$ cat src/rtl/jtframe_video_pkg.sv
// Shared video definitions for the jtframe video blocks.
//   VCNTW      : width of the horizontal/vertical position counters.
//   PAT_*      : test-pattern select codes driven on the pattern input.
package jtframe_video_pkg;
  localparam int VCNTW = 9;

  localparam logic [1:0] PAT_BLACK = 2'd0;
  localparam logic [1:0] PAT_BARS  = 2'd1;
  localparam logic [1:0] PAT_GRID  = 2'd2;
  localparam logic [1:0] PAT_RAMP  = 2'd3;
endpackage

$ cat src/rtl/jtframe_vidgen_if.sv
// Video bus as consumed by the scaler and other video filters.
//   master : driven by a video source (hcnt/vcnt/frame, HS/VS/HB/VB, RGB).
//   slave  : the consuming filter.
interface jtframe_vidgen_if #(
  parameter int COLORW = 4
);
  import jtframe_video_pkg::*;

  logic [VCNTW-1:0]  hcnt;
  logic [VCNTW-1:0]  vcnt;
  logic [7:0]        frame;
  logic              HS;
  logic              VS;
  logic              HB;
  logic              VB;
  logic [COLORW-1:0] red;
  logic [COLORW-1:0] green;
  logic [COLORW-1:0] blue;

  modport master (output hcnt, vcnt, frame, HS, VS, HB, VB, red, green, blue);
  modport slave  (input  hcnt, vcnt, frame, HS, VS, HB, VB, red, green, blue);
endinterface

$ cat src/rtl/jtframe_vidgen_cnt.sv
// Wrapping counter 0..MAX with enable and terminal-count flag.
//   clk, rst : clock, asynchronous active-high reset
//   i_en     : count enable
//   o_cnt    : current count
//   o_tc     : high while o_cnt == MAX (next enabled edge wraps to 0)
module jtframe_vidgen_cnt #(
  parameter int W   = 9,
  parameter int MAX = 383
) (
  input  logic         clk,
  input  logic         rst,
  input  logic         i_en,
  output logic [W-1:0] o_cnt,
  output logic         o_tc
);
  assign o_tc = (o_cnt == W'(MAX));

  always_ff @(posedge clk or posedge rst) begin
    if (rst)       o_cnt <= '0;
    else if (i_en) o_cnt <= o_tc ? '0 : o_cnt + 1'b1;
  end
endmodule

$ cat src/rtl/jtframe_vidgen.sv
// Programmable video timing generator and test-pattern source.
//   clk, rst : clock, asynchronous active-high reset
//   pxl_cen  : pixel clock enable; all state advances only when high
//   pattern  : 0 black, 1 colour bars, 2 grid, 3 scrolling ramp
//              (sampled at frame start only)
//   vid      : video bus master (counters, frame, syncs, blanks, RGB)
// Syncs, blanks and RGB are registered and lag hcnt/vcnt by one pxl_cen.
module jtframe_vidgen
  import jtframe_video_pkg::*;
#(
  parameter int COLORW   = 4,
  parameter int HTOTAL   = 384,
  parameter int HACTIVE  = 256,
  parameter int HS_START = 288,
  parameter int HS_LEN   = 32,
  parameter int VTOTAL   = 262,
  parameter int VACTIVE  = 224,
  parameter int VS_START = 234,
  parameter int VS_LEN   = 3
) (
  input  logic                 clk,
  input  logic                 rst,
  input  logic                 pxl_cen,
  input  logic [1:0]           pattern,
  jtframe_vidgen_if.master     vid
);
  localparam int BARW = HACTIVE / 8;
  localparam logic [VCNTW:0] HS_END = (VCNTW+1)'(HS_START + HS_LEN);
  localparam logic [VCNTW:0] VS_END = (VCNTW+1)'(VS_START + VS_LEN);

  if (!(HACTIVE < HTOTAL && VACTIVE < VTOTAL)) begin : g_bad_active
    $error("jtframe_vidgen: active area must be smaller than total");
  end
  if (!(HS_START + HS_LEN <= HTOTAL && VS_START + VS_LEN <= VTOTAL)) begin : g_bad_sync
    $error("jtframe_vidgen: sync pulse extends past the total count");
  end
  if (HACTIVE % 8 != 0) begin : g_bad_hact
    $error("jtframe_vidgen: HACTIVE must be a multiple of 8");
  end

  logic [VCNTW-1:0]  w_hcnt, w_vcnt;
  logic              w_htc, w_vtc, w_ven, w_fstart;
  logic              w_hb, w_vb, w_hs, w_vs;
  logic [2:0]        w_bar;
  logic              w_grid;
  logic [7:0]        w_ramp_sum;
  logic [COLORW-1:0] w_ramp;
  logic [COLORW-1:0] w_red, w_green, w_blue;

  logic [7:0]        r_frame;
  logic [1:0]        r_pat;
  logic              r_hs, r_vs, r_hb, r_vb;
  logic [COLORW-1:0] r_red, r_green, r_blue;

  assign w_ven    = pxl_cen & w_htc;
  assign w_fstart = w_ven & w_vtc;

  jtframe_vidgen_cnt #(.W(VCNTW), .MAX(HTOTAL-1)) u_hcnt (
    .clk   (clk),
    .rst   (rst),
    .i_en  (pxl_cen),
    .o_cnt (w_hcnt),
    .o_tc  (w_htc)
  );

  jtframe_vidgen_cnt #(.W(VCNTW), .MAX(VTOTAL-1)) u_vcnt (
    .clk   (clk),
    .rst   (rst),
    .i_en  (w_ven),
    .o_cnt (w_vcnt),
    .o_tc  (w_vtc)
  );

  // Timing decode of the pixel currently addressed by the counters.
  // vcnt only moves on the hcnt wrap, so VS naturally changes at line start.
  assign w_hb = (w_hcnt >= VCNTW'(HACTIVE));
  assign w_vb = (w_vcnt >= VCNTW'(VACTIVE));
  assign w_hs = (w_hcnt >= VCNTW'(HS_START)) && ({1'b0, w_hcnt} < HS_END);
  assign w_vs = (w_vcnt >= VCNTW'(VS_START)) && ({1'b0, w_vcnt} < VS_END);

  // Bar index by comparison against bar boundaries (avoids a divider).
  always_comb begin
    w_bar = '0;
    for (int k = 1; k < 8; k++) begin
      if (w_hcnt >= VCNTW'(k * BARW)) w_bar = 3'(k);
    end
  end

  assign w_grid = (w_hcnt[3:0] == 4'd0) || (w_vcnt[3:0] == 4'd0) ||
                  (w_hcnt == VCNTW'(HACTIVE-1)) || (w_vcnt == VCNTW'(VACTIVE-1));

  // Ramp keeps the top COLORW bits of an 8-bit wrapping sum.
  assign w_ramp_sum = w_hcnt[7:0] + r_frame;
  assign w_ramp     = COLORW'(w_ramp_sum >> (8 - COLORW));

  always_comb begin
    w_red   = '0;
    w_green = '0;
    w_blue  = '0;
    case (r_pat)
      PAT_BARS: begin
        w_red   = {COLORW{w_bar[1]}};
        w_green = {COLORW{w_bar[2]}};
        w_blue  = {COLORW{w_bar[0]}};
      end
      PAT_GRID: begin
        w_red   = {COLORW{w_grid}};
        w_green = {COLORW{w_grid}};
        w_blue  = {COLORW{w_grid}};
      end
      PAT_RAMP: begin
        w_red   = w_ramp;
        w_green = w_ramp;
        w_blue  = w_ramp;
      end
      default: ;
    endcase
  end

  always_ff @(posedge clk or posedge rst) begin
    if (rst) begin
      r_frame <= '0;
      r_pat   <= PAT_BLACK;
      r_hs    <= 1'b0;
      r_vs    <= 1'b0;
      r_hb    <= 1'b1;
      r_vb    <= 1'b1;
      r_red   <= '0;
      r_green <= '0;
      r_blue  <= '0;
    end else if (pxl_cen) begin
      r_hs <= w_hs;
      r_vs <= w_vs;
      r_hb <= w_hb;
      r_vb <= w_vb;
      // Colour shares the blanking stage so both stay aligned.
      r_red   <= (w_hb || w_vb) ? '0 : w_red;
      r_green <= (w_hb || w_vb) ? '0 : w_green;
      r_blue  <= (w_hb || w_vb) ? '0 : w_blue;
      if (w_fstart) begin
        r_frame <= r_frame + 8'd1;
        r_pat   <= pattern;
      end
    end
  end

  assign vid.hcnt  = w_hcnt;
  assign vid.vcnt  = w_vcnt;
  assign vid.frame = r_frame;
  assign vid.HS    = r_hs;
  assign vid.VS    = r_vs;
  assign vid.HB    = r_hb;
  assign vid.VB    = r_vb;
  assign vid.red   = r_red;
  assign vid.green = r_green;
  assign vid.blue  = r_blue;
endmodule

$ cat src/flat_wrapper.sv
// flat-port wrapper written by rule: the top's interface ports become plain ports
module jtframe_vidgen_flat import jtframe_video_pkg::*;
#(
  parameter int COLORW   = 4,
  parameter int HTOTAL   = 384,
  parameter int HACTIVE  = 256,
  parameter int HS_START = 288,
  parameter int HS_LEN   = 32,
  parameter int VTOTAL   = 262,
  parameter int VACTIVE  = 224,
  parameter int VS_START = 234,
  parameter int VS_LEN   = 3
)
  (clk, rst, pxl_cen, pattern, vid_hcnt, vid_vcnt, vid_frame, vid_HS, vid_VS, vid_HB, vid_VB, vid_red, vid_green, vid_blue);
  jtframe_vidgen_if #(.COLORW(COLORW)) vid_i ();
  input  logic clk;
  input  logic rst;
  input  logic pxl_cen;
  input  logic [1:0] pattern;
  output wire logic [$bits(vid_i.hcnt)-1:0] vid_hcnt;
  output wire logic [$bits(vid_i.vcnt)-1:0] vid_vcnt;
  output wire logic [$bits(vid_i.frame)-1:0] vid_frame;
  output wire logic [$bits(vid_i.HS)-1:0] vid_HS;
  output wire logic [$bits(vid_i.VS)-1:0] vid_VS;
  output wire logic [$bits(vid_i.HB)-1:0] vid_HB;
  output wire logic [$bits(vid_i.VB)-1:0] vid_VB;
  output wire logic [$bits(vid_i.red)-1:0] vid_red;
  output wire logic [$bits(vid_i.green)-1:0] vid_green;
  output wire logic [$bits(vid_i.blue)-1:0] vid_blue;
  assign vid_hcnt = vid_i.hcnt;
  assign vid_vcnt = vid_i.vcnt;
  assign vid_frame = vid_i.frame;
  assign vid_HS = vid_i.HS;
  assign vid_VS = vid_i.VS;
  assign vid_HB = vid_i.HB;
  assign vid_VB = vid_i.VB;
  assign vid_red = vid_i.red;
  assign vid_green = vid_i.green;
  assign vid_blue = vid_i.blue;
  jtframe_vidgen #(.COLORW(COLORW), .HTOTAL(HTOTAL), .HACTIVE(HACTIVE), .HS_START(HS_START), .HS_LEN(HS_LEN), .VTOTAL(VTOTAL), .VACTIVE(VACTIVE), .VS_START(VS_START), .VS_LEN(VS_LEN)) u_core (.clk(clk), .rst(rst), .pxl_cen(pxl_cen), .pattern(pattern), .vid(vid_i));
endmodule
$ cat config.mk
export PLATFORM = sky130hd
export DESIGN_NAME = jtframe_vidgen_flat
export DESIGN_NICKNAME = d
export VERILOG_FILES = /design/src/rtl/jtframe_video_pkg.sv /design/src/rtl/jtframe_vidgen_if.sv /design/src/rtl/jtframe_vidgen_cnt.sv /design/src/rtl/jtframe_vidgen.sv /design/src/flat_wrapper.sv
export SDC_FILE = /design/constraint.sdc
export NUM_CORES = 1
export LEC_CHECK = 0
export ABC_AREA = 1
export CORE_MARGIN = 2
export CORE_UTILIZATION = 57
export CTS_CLUSTER_DIAMETER = 60
export DETAILED_ROUTE_END_ITERATION = 10
export PLACE_DENSITY = 0.9
export REMOVE_ABC_BUFFERS = 1
export SYNTH_ARGS = -nofsm -noshare
export SYNTH_HDL_FRONTEND = slang
export SYNTH_SLANG_ARGS = --single-unit
$ cat constraint.sdc
create_clock -name clk -period 2.7 [get_ports clk]
set_input_delay 0.675 -clock clk [delete_from_list [all_inputs] [get_ports clk]]
set_output_delay 0.675 -clock clk [all_outputs]
set_load 0.03 [all_outputs]
==> impl_metrics.env, run 1 <==
export IMPL_status="complete, no violations"
export IMPL_routed_via_density=5.43
export IMPL_cp_cell_sequence="clkdlybuf4s50_1"
export IMPL_ctsResizeCount=0
export IMPL_n_antenna_cell=0
export IMPL_core_um2=4410
export IMPL_switching_power_uw=971
export IMPL_wirelength_um=6140
export IMPL_ys_top_cells_by_area="dfrtp_1 (40%), nand2_1 (16%), inv_1 (6.7%)"
export IMPL_ys_ff_latch=44
export IMPL_required_ns=2.03
export IMPL_final_nets=415
export IMPL_maxCapViolations=0
export IMPL_multi_input_area_um2=1330
export IMPL_synth_warnings=0
export IMPL_intPower_uw=1440
export IMPL_clock_fmax_mhz=436
export IMPL_timing_setup_tns_ns=0
export IMPL_initial_utilization_pct=59.8
export IMPL_critPathBufInv=1
export IMPL_synth_edf_count=0
export IMPL_num_io_pins=47
export IMPL_antenna_found_initial=0
export IMPL_worstMarginPinSlew_ns=0.544
export IMPL_cts_htree_levels=2
export IMPL_dieArea_um2=5190
export IMPL_vias=2445
export IMPL_yosys_most_used_dff="dfrtp_1"
export IMPL_cts_tree="yes"
export IMPL_final_seq_area_um2=1100
export IMPL_finalCritPeriodShare_pct=85.0
export IMPL_clk_path_buf_depth=2
export IMPL_die_y_um=72.1
export IMPL_cts_buffers_inserted=5
export IMPL_grt_pass1_wl_um=10500
export IMPL_cp_slowest_cell="clkdlybuf4s50_1"
export IMPL_p_per_area_nw_per_um2=736
export IMPL_vdd_drop_max_uv=532
export IMPL_postRouteAntennaNets=0
export IMPL_critPathMaxFanout=10
export IMPL_slowest_delay_ns=0.75
export IMPL_finClkSkew_ns=0.00393
export IMPL_fill_cells=327
export IMPL_p_sw_share_pct=40.3
export IMPL_synth_most_common_cell="nand2_1"
export IMPL_critical_path_class="reg2out"
export IMPL_rows=24
export IMPL_grt_pass1_vias=2345
export IMPL_slew_violations=0
export IMPL_netlist_instances=347
export IMPL_power_frac_comb_pct=40.9
export IMPL_yosysSeqAreaShare_pct=41.8
export IMPL_arrival_ns=1.62
export IMPL_fp_dieW_um=72.1
export IMPL_crit_path_end_kind="output port"
export IMPL_place_congestion=0.865
export IMPL_cellLeakagePower_uw=0.00176
export IMPL_cts_root_buf="clkbuf_8"
export IMPL_async_flop_share_pct=100
export IMPL_relSlewSlack_pct=63.7
export IMPL_drt_initial_drc_count=131
export IMPL_grt_overflow=0
export IMPL_drcViolationCount=0
export IMPL_path_delay_family="buffers and inverters"
export IMPL_clk_latency_ns=0.30
export IMPL_first_pass_iters=5
export IMPL_io_buffer_count=46
export IMPL_hold_viol_final=0
export IMPL_synth_top_area_share_pct=39.8
export IMPL_clock_sinks=44
export IMPL_path_clk_slew_ns=0.09
export IMPL_grt_usage_pct=25.5
export IMPL_start_kind="flip-flop"
export IMPL_drive_above_1_share_pct=6.78
export IMPL_ctsHoldBuffers=0
export IMPL_synth_cell_area_um2=2640
export IMPL_syn_avg_cell_area_um2=7.61
export IMPL_seqPwrFrac_pct=37.5
export IMPL_period_minus_slack_ns=2.30
export IMPL_hold_class="reg2reg"
export IMPL_p_clk_share_pct=21.6
export IMPL_grt_start_max_net_pins=45
export IMPL_yosys_top_cells_count="nand2_1 (110), inv_1 (47), dfrtp_1 (42)"
export IMPL_synth_cell_types=33
export IMPL_synth_top_area_cell="dfrtp_1"
export IMPL_grt_setup_unrepaired="no"
export IMPL_area_delta_synth_final_pct=24.1
export IMPL_setup_viol=0
export IMPL_dp_hpwl_um=4580
export IMPL_wl_per_cell_um=13.6
export IMPL_holdWs_ns=0.481
export IMPL_postCtsSetupBuffers=0
-- per-stage QoR --
step	cells	cell area, um^2	utilization [%]	worst slack, ns	total power [uW]
6_report	450	3280	74.3	0.404	2410
5_1_grt	450	3280	74.3	0.358	2580
4_1_cts	450	3280	74.3	0.413	2420
3_5_place_dp	442	3160	71.7	0.442	1900
3_3_place_gp	442	3160	71.7	0.487	1880
2_1_floorplan	341	2620	-	0.840	1530
-- metal layers --
metal	global-route usage (%)	share of wire, %	wire length, um
met1	32.5	42	2600
met4	7.34	1.3	80
met2	44.9	50	3080
met3	4.17	6.0	370
met5	0	0	0
-- power groups by stage --
stage	sequential, uW	clock (uW)	combinational [uW]
2_1_floorplan	1120	0	410
3_3_place_gp	912	0	966
3_5_place_dp	916	0	985
4_1_cts	904	526	990
5_1_grt	922	559	1100
6_report	905	521	986
-- registers in the layout, summed over array words and instances, names as in the netlist --
signal	count
u_core.vid.VS	1
u_core.r_pat	2
u_core.vid.HS	1
u_core.vid.HB	1
u_core.vid.blue	4
u_core.vid.green	4
u_core.u_hcnt.o_cnt	9
u_core.vid.red	4
u_core.vid.frame	8
u_core.u_vcnt.o_cnt	9
u_core.vid.VB	1
-- cells in the final DEF (no fill, tap or decap), drive strengths merged, types with 3 or more instances in the layout --
cell and n:
clkdlybuf4s50 46, dfrtp 42, o21ai 17, clkbuf 5
nand3 31, nand2 115, nand4 6, ha 13
buf 3, xor2 12, inv 50, nor3 7
a21oi 7, nor2 27
-- final timing paths --
check | endpoint | slack (ns) | from | cells past startpoint
min in group asynchronous | u_core.vid.green[0]$_DFFE_PP0P_ | 0.81 | rst | 3
max reg2reg | u_core.vid.red[2]$_DFFE_PP0P_ | 0.75 | u_core.u_hcnt.o_cnt[1]$_DFFE_PP0P_ | 10
max in group asynchronous | u_core.vid.HB$_DFFE_PP1P_ | 1.51 | rst | 3
min reg2reg | u_core.vid.blue[1]$_DFFE_PP0P_ | 0.48 | u_core.vid.blue[1]$_DFFE_PP0P_ | 2
max | vid_hcnt[6] | 0.40 | u_core.u_hcnt.o_cnt[6]$_DFFE_PP0P_ | 1
min | u_core.vid.blue[1]$_DFFE_PP0P_ | 0.48 | u_core.vid.blue[1]$_DFFE_PP0P_ | 2
-- cell families (layout without fill, tap and decap cells) --
kind of cell,after synthesis,in the layout,share of synthesized area (%)
AND/OR/NAND/NOR,189,189,32.5
buffers and inverters,55,106,8.05
flip-flops,44,44,41.8
AO/OA/AOI/OAI,32,32,6.87
XOR/XNOR,14,14,4.64
adder cells (fa/ha/maj),13,13,6.16
-- cell type report --
cell class / count / share of cell area (%)
multi-input combinational: 248 / 40.4
sequential: 44 / 33.7
timing repair buffer: 49 / 14.7
inverter: 49 / 5.69
clock buffer: 5 / 2.10
tap: 52 / 1.98
clock inverter: 3 / 1.41
No activity file was read; power rests on OpenSTA's default activity.
==> run 2, diff against run 1 <==
--- a/config.mk
+++ b/config.mk
@@ -9,6 +9,7 @@
 export CORE_MARGIN = 2
 export CORE_UTILIZATION = 57
 export CTS_CLUSTER_DIAMETER = 60
+export CTS_CLUSTER_SIZE = 24
 export DETAILED_ROUTE_END_ITERATION = 10
 export PLACE_DENSITY = 0.9
 export REMOVE_ABC_BUFFERS = 1
==> results of run 2 <==
No change in the layout: final DEF, timing and power equal those of run 1.
